## src/rtl/pipe_ctrl.sv

```systemverilog
// Y86 five-stage pipeline control: per-stage stall/bubble strobes, a RUN/MEM_WAIT/HALT
// sequencer for data-memory waits and terminal halt, and a saturating fetch-stall counter.
module pipe_ctrl #(
    parameter int CNT_W    = 16,
    parameter int WAIT_MAX = 255
) (
    input  logic             clk_i,
    input  logic             rst_n_i,
    input  logic [3:0]       D_icode_i,
    input  logic [3:0]       E_icode_i,
    input  logic [3:0]       M_icode_i,
    input  logic [3:0]       d_srcA_i,
    input  logic [3:0]       d_srcB_i,
    input  logic [3:0]       E_dstM_i,
    input  logic             e_Cnd_i,
    input  logic [2:0]       m_stat_i,
    input  logic [2:0]       W_stat_i,
    input  logic             M_memreq_i,
    input  logic             dmem_ready_i,
    input  logic             imem_ready_i,
    output logic             F_stall_o,
    output logic             D_stall_o,
    output logic             E_stall_o,
    output logic             M_stall_o,
    output logic             W_stall_o,
    output logic             F_bubble_o,
    output logic             D_bubble_o,
    output logic             E_bubble_o,
    output logic             M_bubble_o,
    output logic             W_bubble_o,
    output logic             halted_o,
    output logic             timeout_o,
    output logic [CNT_W-1:0] stall_cnt_o
);

    localparam logic [3:0] IJXX    = 4'h7;
    localparam logic [3:0] IRET    = 4'h9;
    localparam logic [3:0] IMRMOVL = 4'h5;
    localparam logic [3:0] IPOPL   = 4'hB;
    localparam logic [3:0] RNONE   = 4'hF;
    localparam logic [2:0] SAOK    = 3'd1;
    localparam logic [2:0] SHLT    = 3'd2;
    localparam logic [2:0] SADR    = 3'd3;
    localparam logic [2:0] SINS    = 3'd4;

    localparam int WCW = $clog2(WAIT_MAX + 1);
    localparam logic [WCW-1:0] WAIT_LAST = WCW'(WAIT_MAX - 1);

    typedef enum logic [1:0] {RUN, MEM_WAIT, HALT} state_e;

    typedef struct packed {
        logic f;
        logic d;
        logic e;
        logic m;
        logic w;
    } stage_t;

    state_e           state_q, state_d;
    logic             halted_q, halted_d;
    logic             timeout_q, timeout_d;
    logic [CNT_W-1:0] cnt_q, cnt_d;
    logic [WCW-1:0]   wait_cnt_q, wait_cnt_d;

    stage_t stall_s, bubble_s;

    logic load_use, ret_hz, mispredict, m_exc, w_exc, imem_wait, wait_start;

    always_comb begin
        load_use   = (E_icode_i == IMRMOVL || E_icode_i == IPOPL) && (E_dstM_i != RNONE) &&
                     (E_dstM_i == d_srcA_i || E_dstM_i == d_srcB_i);
        ret_hz     = (D_icode_i == IRET) || (E_icode_i == IRET) || (M_icode_i == IRET);
        mispredict = (E_icode_i == IJXX) && !e_Cnd_i;
        m_exc      = (m_stat_i == SADR) || (m_stat_i == SINS) || (m_stat_i == SHLT);
        w_exc      = (W_stat_i != SAOK);
        imem_wait  = !imem_ready_i;
        wait_start = M_memreq_i && !dmem_ready_i;
    end

    // Strobes are combinational so the pipeline registers react in the same cycle.
    always_comb begin
        // NOTE: every output gets a default first, so no path through this block infers a latch.
        stall_s  = '0;
        bubble_s = '0;
        if (!rst_n_i) begin
            bubble_s = '1;
        end else begin
            unique case (state_q)
                HALT: stall_s = '1;
                MEM_WAIT: begin
                    stall_s    = '{f: 1'b1, d: 1'b1, e: 1'b1, m: 1'b1, w: 1'b0};
                    bubble_s.w = 1'b1;
                end
                default: begin
                    if (wait_start) begin
                        stall_s    = '{f: 1'b1, d: 1'b1, e: 1'b1, m: 1'b1, w: 1'b0};
                        bubble_s.w = 1'b1;
                    end else begin
                        stall_s.f  = load_use || ret_hz || imem_wait;
                        stall_s.d  = load_use;
                        stall_s.w  = w_exc;
                        bubble_s.d = ret_hz || mispredict || imem_wait;
                        bubble_s.e = load_use || mispredict || m_exc || w_exc;
                        bubble_s.m = m_exc || w_exc;
                    end
                end
            endcase
            // A stalled stage must keep its contents, so stall always beats bubble.
            bubble_s = bubble_s & ~stall_s;
        end
    end

    always_comb begin
        state_d    = state_q;
        timeout_d  = timeout_q;
        wait_cnt_d = wait_cnt_q;
        unique case (state_q)
            RUN: begin
                if (wait_start) begin
                    state_d    = MEM_WAIT;
                    wait_cnt_d = '0;
                end
            end
            MEM_WAIT: begin
                if (dmem_ready_i) begin
                    state_d = RUN;
                end else if (wait_cnt_q == WAIT_LAST) begin
                    state_d   = HALT;
                    timeout_d = 1'b1;
                end else begin
                    wait_cnt_d = wait_cnt_q + 1'b1;
                end
            end
            default: ;
        endcase
        if (w_exc) state_d = HALT;
        halted_d = halted_q || (state_d == HALT);
        cnt_d    = (stall_s.f && cnt_q != '1) ? cnt_q + 1'b1 : cnt_q;
    end

    // NOTE: state uses non-blocking assignments so every register samples pre-edge values.
    always_ff @(posedge clk_i or negedge rst_n_i) begin
        if (!rst_n_i) begin
            state_q    <= RUN;
            halted_q   <= 1'b0;
            timeout_q  <= 1'b0;
            cnt_q      <= '0;
            wait_cnt_q <= '0;
        end else begin
            state_q    <= state_d;
            halted_q   <= halted_d;
            timeout_q  <= timeout_d;
            cnt_q      <= cnt_d;
            wait_cnt_q <= wait_cnt_d;
        end
    end

    assign {F_stall_o, D_stall_o, E_stall_o, M_stall_o, W_stall_o}      = stall_s;
    assign {F_bubble_o, D_bubble_o, E_bubble_o, M_bubble_o, W_bubble_o} = bubble_s;
    assign halted_o    = halted_q;
    assign timeout_o   = timeout_q;
    assign stall_cnt_o = cnt_q;

endmodule

```

## config.mk

```make
export PLATFORM = sky130hd
export DESIGN_NAME = pipe_ctrl
export DESIGN_NICKNAME = d
export VERILOG_FILES = /design/src/rtl/pipe_ctrl.sv
export SDC_FILE = /design/constraint.sdc
export NUM_CORES = 1
export LEC_CHECK = 0
export ABC_AREA = 1
export CORE_AREA = 4 4 71 73
export DETAILED_ROUTE_END_ITERATION = 7
export DIE_AREA = 0 0 75 77
export PLACE_DENSITY = 0.81
export SLEW_MARGIN = 20
export SYNTH_ARGS = -nofsm -noshare
export SYNTH_HDL_FRONTEND = slang
export SYNTH_SLANG_ARGS = --single-unit
export TNS_END_PERCENT = 1
```

## constraint.sdc

```tcl
create_clock -name clk_i -period 2.83 [get_ports clk_i]
set_input_delay 0.4245 -clock clk_i [delete_from_list [all_inputs] [get_ports clk_i]]
set_output_delay 0.4245 -clock clk_i [all_outputs]
set_load 0.005 [all_outputs]
```

==> reports/results.txt, run 1 <==
The flow ran to the end, and the final reports show no timing, DRC or antenna violations. Mean area per synthesized cell: 6.68 um^2. The total via count after detailed routing was 2113; the area added between synthesis and finish was 35.2%. Setup violations remaining at the end of the flow were counted as 0. Hold timing on the final database bottoms out at a slack of 0.481 ns.

The sequential area share after synthesis is 0.332. The critical path contains buffers and inverters numbering 3 combined. After clock tree synthesis, the clock-pin slew on the worst setup and hold paths is 0.09 ns.

Input and output buffers added on the ports amount to 63. The critical path goes through clkdlybuf4s50_1, inv_2, nand2_1, nand2_1, nor2_1, nand2_1, nand2_1, nand3_1, nand2_2, clkdlybuf4s50_1. Based on the critical path, the design can be clocked at up to 386 MHz. The number of top-level pins was 64; the die width was 75 um. Setup repair after global routing left no endpoint under its margin. For the initial antenna violation count, the log shows 0. The clock arrives with 0.00890 ns of skew.

During synthesis, Yosys emitted a total of 0 warnings. For this run, the detailed router's first-pass iteration total came to 5. The fraction of layout instances using a drive strength above 1 was 0.0682. The average detailed-routed wire length per instance is 11.7 um. The global route total overflow is 0. In this run, synthesis produced a sequential element count of 28. The worst setup path is launched from an input pin.

The clock network fraction of design power is 0.254, and the starting density of the core is 0.484. Buffer levels on the longest clock path: 2. The critical path is of the in -> out type. Master of the slowest instance on the critical path: clkdlybuf4s50_1. For this run, design rule violations remaining after detail routing come to 0. The run gives 1981 as the via count of the first global-routing pass. The cell that appears most often on the critical path is nand2_1. The number of clock buffers added by TritonCTS is 3. Counting every sink on the clock net gives 28.

The most frequent standard cell in the layout excluding fill and tap cells is nand2_1. The congestion estimate from routability-driven global placement came to 0.876. The total of cells resized after clock tree synthesis is 0, and the count of routing violations after the opening detailed-route iteration is 77.

In this run, distinct cell masters in the synthesized netlist total 30. Along the worst path, the maximum fanout reaches 4. The post-layout worst setup margin was 0.238 ns; the number of failing hold endpoints at the final stage was 0. Internal power comes to 709 uW. Share of the synthesized area in the top cell type: 0.332.

For the pin with the worst max-slew slack, the measured transition is 0.337 ns. Data arrives at the worst endpoint at 2.17 ns. When the netlist entered floorplanning its net count stood at 358.

The number of maximum-capacitance constraint violations came out at 0. The number of slew-limit violations in the final report is 0. Adding up every negative setup slack in the final design gives 0 ns. Once detailed placement completed, the half-perimeter wirelength came to 4.01 mm. The mapped netlist covers 2110 um^2. The placement row count was 24; the global routing usage summed across all routing layers was 0.181. The total power per unit cell area was 347 nW/um^2. The switching share of total power was 0.283; the antenna diode count was 0.

In this run the clock root is driven by a clkbuf_8. By area the synthesized netlist is led by dfrtp_1 33%, nand2_1 19%, inv_1 7.8%, nand3_1 6.6%, nor2_1 4.8%. The final net count is 424, and the synthesized instance count is 316. In this run the static leakage power is 0.00143 uW. Counting I/O delays and the setup requirement, the final critical path takes 2.59 ns. The clock latency of the later-clocked register in the worst-skew pair is 0.28 ns.

The top cell types in the final layout, fill and taps aside, are 109 x nand2_1, 63 x clkdlybuf4s50_1, 44 x inv_1, 28 x nand3_1, 28 x dfrtp_1. The critical path capture point type was an output port. The detail route stage leaves a number of antenna-violating nets equal to 0. Dividing the detail-routed via count by the number of cells gives 4.88. The height of the die came out at 77 um. The cell family contributing the most delay on the critical path is buffers and inverters.

The logs give 0.775 for the worst max-slew margin expressed relative to the limit and 27 for the pin count of the biggest net entering global routing. Before CTS, the worst setup slack after placement is 0.230 ns. The logs give 2.41 ns for the critical path required time and 1 for the count of H-tree levels built during CTS. The analysis attributes to net switching a power of 280 uW. The tools report the quantity of hold-fixing buffers added after cts as 0. The fraction of power consumed by sequential logic is 0.481. The combinational cell fraction of total power was 0.266. On the worst path, the slowest cell contributes a delay of 0.56 ns. After detailed routing, the total wire length is 5.06 mm. The run gives 5780 um^2 as the die area. The final period utilization is 0.916, and the area of the core is 4350 um^2. The logs give 8.44 mm for the global-route wire length before repair and 0 for the buffer count from post-CTS setup fixing. The largest area contributor in the synthesized netlist was dfrtp_1. IR analysis of the VDD net gives a maximum drop of 0.196 mV. The worst hold path belongs to the class reg -> reg.

TritonCTS built the clock tree.
[kinds of logic (layout without fill, tap and decap cells)]
group,Yosys count,in the layout,share of synthesized area
xor gates and xnor gates,18,18,0.0747
adders and majority gates,6,6,0.0356
and+or+nand+nor,186,186,0.389
buffers and inverters,54,119,0.104
DFF,28,28,0.332
AOI/OAI and AO/OA,24,24,0.0647
[layer usage]
layer | global-route usage | vias up | routed length, um
met5 | 0 | - | 0
met1 | 0.227 | 945 | 2270
met4 | 0.0605 | 0 | 123
met2 | 0.309 | 45 | 2460
met3 | 0.0248 | 12 | 202
li1 | - | 1111 | -
[flip-flops by register name (all words and copies together) (netlist names)]
name         flops
wait_cnt_q       8
timeout_o        1
halted_o         1
stall_cnt_o     16
state_q          2
[Yosys cell counts]
| cell | count |
|---|---|
| dfrtp_1 | 28 |
| o21bai_1 | 1 |
| a22oi_1 | 1 |
| a31oi_1 | 1 |
| nand2_1 | 109 |
| buf_6 | 1 |
| nand3_1 | 28 |
| o21ai_0 | 10 |
| nand4_4 | 1 |
| o21a_1 | 2 |
| xnor2_1 | 8 |
| ha_1 | 6 |
| o21ai_1 | 5 |
| nor2_4 | 2 |
| buf_2 | 4 |
| nand3_2 | 1 |
| nand2_4 | 1 |
| nand4_1 | 4 |
| nand2_2 | 3 |
| o211ai_1 | 1 |
| nor3_1 | 4 |
| a21boi_0 | 1 |
| a21oi_1 | 2 |
| nor2_1 | 27 |
| buf_4 | 1 |
| inv_1 | 44 |
| or2_2 | 5 |
| inv_2 | 4 |
| xor2_1 | 10 |
| nor3_2 | 1 |
[stage by stage]
stage | instances | instance area (um^2) | util | total power (uW)
4_1_cts | 433 | 2850 | 0.655 | 995
3_3_place_gp | 429 | 2800 | 0.642 | 737
6_report | 433 | 2850 | 0.655 | 988
5_1_grt | 433 | 2850 | 0.655 | 1040
2_1_floorplan | 316 | 2110 | - | 579
3_5_place_dp | 429 | 2800 | 0.642 | 746
[worst min-delay path: stages, from the launching register on]
cell and delay [ns]:
dfrtp_1 0.36, inv_1 0.04, nand2_1 0.05
[path summary, 6_finish.rpt]
check	slack [ns]	from	endpoint	cells past startpoint
max in group asynchronous	1.95	rst_n_i	stall_cnt_o[0]	2
setup reg to reg	0.93	stall_cnt_o[0]	stall_cnt_o[13]	9
min in group asynchronous	0.51	rst_n_i	state_q[1]	2
setup / recovery	0.24	E_dstM_i[2]	F_stall_o	10
hold reg to reg	0.48	halted_o	halted_o	2
hold / removal	0.48	halted_o	halted_o	2
[power groups by stage]
stage,Combinational (uW),Clock [uW],Sequential [uW]
after floorplan,105,0,474
after global placement,258,0,479
after detailed placement,264,0,482
after CTS,266,255,474
after global routing,294,268,480
final,263,251,475
[cell type report]
class / count / area, um^2
fillers: 384 / 1500
clock buffers: 4 / 55.1
multi-input cells: 234 / 1190
well taps: 52 / 65.1
repair buffers: 67 / 661
inverters: 48 / 180
flip-flops and latches: 28 / 701
No activity file was read; power rests on OpenSTA's default activity.
==> run 2: changes to the inputs <==
--- a/config.mk
+++ b/config.mk
@@ -7,6 +7,7 @@
 export LEC_CHECK = 0
 export ABC_AREA = 1
 export CORE_AREA = 4 4 71 73
+export CTS_BUF_LIST = sky130_fd_sc_hd__clkbuf_4
 export DETAILED_ROUTE_END_ITERATION = 7
 export DIE_AREA = 0 0 75 77
 export PLACE_DENSITY = 0.81
==> run 2 against run 1 <==
Against the previous run: first-iteration DRC count is 12% lower; hold slack got worse by 0.035 ns; critical endpoint is now D_stall_o; clock skew up 0.0084 ns; highest routed layer unchanged.
==> reports/results.txt, run 2 (same netlist as run 1, synthesis figures left out) <==
The transition at the pin with the smallest max-transition slack was 0.341 ns. Max-cap violations in this run came to 0. Before antenna repair, the detailed router went through 4 iterations. In the layout the commonest cells are 109 x nand2_1, 63 x clkdlybuf4s50_1, 44 x inv_1, 28 x nand3_1, 28 x dfrtp_1.

The worst flop-to-flop path startpoint is stall_cnt_o[0]. The buffer count from post-CTS setup fixing came out at 0. The endpoint of the most critical setup path is D_stall_o.

The global-route wire length before repair came out at 8.28 mm. Summed over all cells, the static leakage comes to 0.00141 uW. The met1 routing resource usage after global routing is 0.225.

Root cell of the clock tree: clkbuf_4. For the final net count, the log shows 424. Timing would allow up to 386 MHz.

The combinational cell fraction of total power is 0.289, and the weighted congestion at the end of routability-driven global placement is 0.876. The switching share of total power came out at 0.299. Setup repair after global routing left no endpoint under its margin. Entering global routing, the biggest net connects 27 pins. Remaining antenna violation count: 0.

Relative to the synthesized area, the layout overhead comes to 33.8%. The die width came out at 75 um. In this run the tool buffered the top-level ports with 63 buffer cells. The library cell used most frequently in the layout, excluding fill and tap cells, is nand2_1. Subtracting the final worst setup slack from the clock period gives 2.59 ns. The worst-case reg-to-reg path depth is 9, and the number of placed cells counting well taps is 429. For the internal power consumption, the log shows 636 uW. Summed over all nets, the switching power comes to 271 uW.

For the worst max-slew margin expressed relative to the limit, the log shows 0.773. TritonCTS built the clock tree. Peak fanout along the critical path: 5. The worst voltage drop across the vdd grid was 0.175 mV. For the total via count after detailed routing, the log shows 2101.

The fraction of layout instances using a drive strength above 1 was 0.0656. With fillers left out, the area of the finished cells amounts to 2820 um^2. The critical path capture point type is an output port. The wire-length estimate of the detail-placed layout is 4.01 mm.

Summing all placed instances gives a cell area of 2800 um^2. Counting along the longest clock path gives a buffer depth of 2. The number of flip-flops in the largest register came out at 16.

The clock reaches the later pin of the worst-skew pair after 0.33 ns. The average detailed-routed wire length per instance was 11.5 um; the met2 usage was 0.303. The number of slew-limit violations in the final report is 0.

The logs give 0.188 for the clock network fraction of design power and 395 for the count of fill cells added during filler insertion. The signal arrival time at the worst endpoint was 2.16 ns; the count of routing violations after the opening detailed-route iteration was 68. The TritonCTS buffer count is 3.

Via count of the first global-routing pass: 1951. 64 I/O pins were placed. Worst setup path startpoint: state_q[1]. The fraction of power consumed by sequential logic came out at 0.524.

The endpoint identified for the worst register-to-register timing path is stall_cnt_o[2]. The finished layout holds 433 standard cells, fillers aside. Launching element type of the critical path: a register.

The logs give 0.0248 for the met3 routing resource usage after global routing and 0 for the number of endpoints failing setup at the final stage. Measured along the y axis, the die boundary spans 77 um. The number of failing hold endpoints at the final stage came out at 0. The tools report the area of the core as 4350 um^2. Dividing the detail-routed via count by the number of cells gives 4.85. Dividing total power by cell area gives a power density of 321 nW/um^2. The total overflow left after global routing is 0. After detailed routing, the number of remaining DRC violations is 0.

The tools report the initial antenna violation count as 0. The worst setup path is of the reg -> out kind. The run finished with clean final reports.

For the count of H-tree levels built during CTS, the log shows 1. The tree built by TritonCTS fans out to 28 sinks. In the final timing run, aggregate negative setup slack is 0 ns. Across the routed clock network, the largest skew measured is 0.0173 ns.

The min-delay analysis places its worst path in the category in -> async. After global routing, the most crowded layer is met2. The logs give 4.96 mm for the total routed wirelength and 5780 um^2 for the die area.

The starting density of the core was 0.484; the quantity of hold-fixing buffers added after cts was 0. The global routing usage summed across all routing layers is 0.176. At the worst endpoint, the required time is 2.41 ns. Clock-pin slew was measured on the worst setup and hold paths at 0.14 ns. After clock tree synthesis, the repair step resized 0 gates.

The number of antenna diodes in the final layout is 0. The run gives 24 as the placement row count. The final period utilization was 0.915. In this run the register-to-register setup slack is 0.95 ns.
run 2: worst min-delay path by stage:
stage / slack (ns) / end
after floorplan: 0.13 / halted_o
after global placement: 0.45 / halted_o
after detailed placement: 0.46 / halted_o
after CTS: 0.44 / state_q[1]
after global routing: 0.45 / state_q[1]
final: 0.45 / state_q[1]
run 2: routing by layer:
metal / up-vias / routed length (um)
li1: 1118 / -
met1: 933 / 2250
met2: 44 / 2450
met3: 6 / 199
met4: 0 / 61
met5: - / 0
run 2: area by class of cell:
class | instances | area [um^2] | area share
Multi-Input combinational cell | 234 | 1190 | 0.422
Clock inverter | 1 | 3.75 | 0.00133
Clock buffer | 3 | 22.5 | 0.00798
Inverter | 48 | 180 | 0.0638
Sequential cell | 28 | 701 | 0.248
Tap cell | 52 | 65.1 | 0.0230
Timing Repair Buffer | 67 | 661 | 0.234
run 2: worst max-delay path: stages, from the launching register on:
cell             delay (ns)
dfrtp_1                0.38
inv_1                  0.09
ha_1                   0.33
inv_1                  0.05
nand2_1                0.08
inv_1                  0.06
nor2_1                 0.20
inv_1                  0.08
nand2_1                0.08
clkdlybuf4s50_1        0.50
run 2: through the flow:
stage | total power (uW) | utilization | hold slack [ns] | setup slack (ns)
floorplan | 579 | - | 0.129 | 1.11
global placement | 737 | 0.642 | 0.451 | 0.263
detailed placement | 746 | 0.642 | 0.459 | 0.230
CTS | 915 | 0.648 | 0.441 | 0.229
global route | 964 | 0.648 | 0.452 | 0.0619
finish | 907 | 0.648 | 0.446 | 0.242
run 2: power groups by stage:
stage	Combinational (uW)	Sequential (uW)	Clock (uW)
after floorplan	105	474	0
after global placement	258	479	0
after detailed placement	264	482	0
after CTS	265	474	175
after global routing	293	480	192
final	262	475	170
==> run 3: changes to the inputs <==
--- a/config.mk
+++ b/config.mk
@@ -8,6 +8,7 @@
 export ABC_AREA = 1
 export CORE_AREA = 4 4 71 73
 export CTS_BUF_LIST = sky130_fd_sc_hd__clkbuf_4
+export CTS_CLUSTER_DIAMETER = 40
 export DETAILED_ROUTE_END_ITERATION = 7
 export DIE_AREA = 0 0 75 77
 export PLACE_DENSITY = 0.81
==> results of run 3 <==
The final DEF is identical to that of run 2; final timing and power are the same.
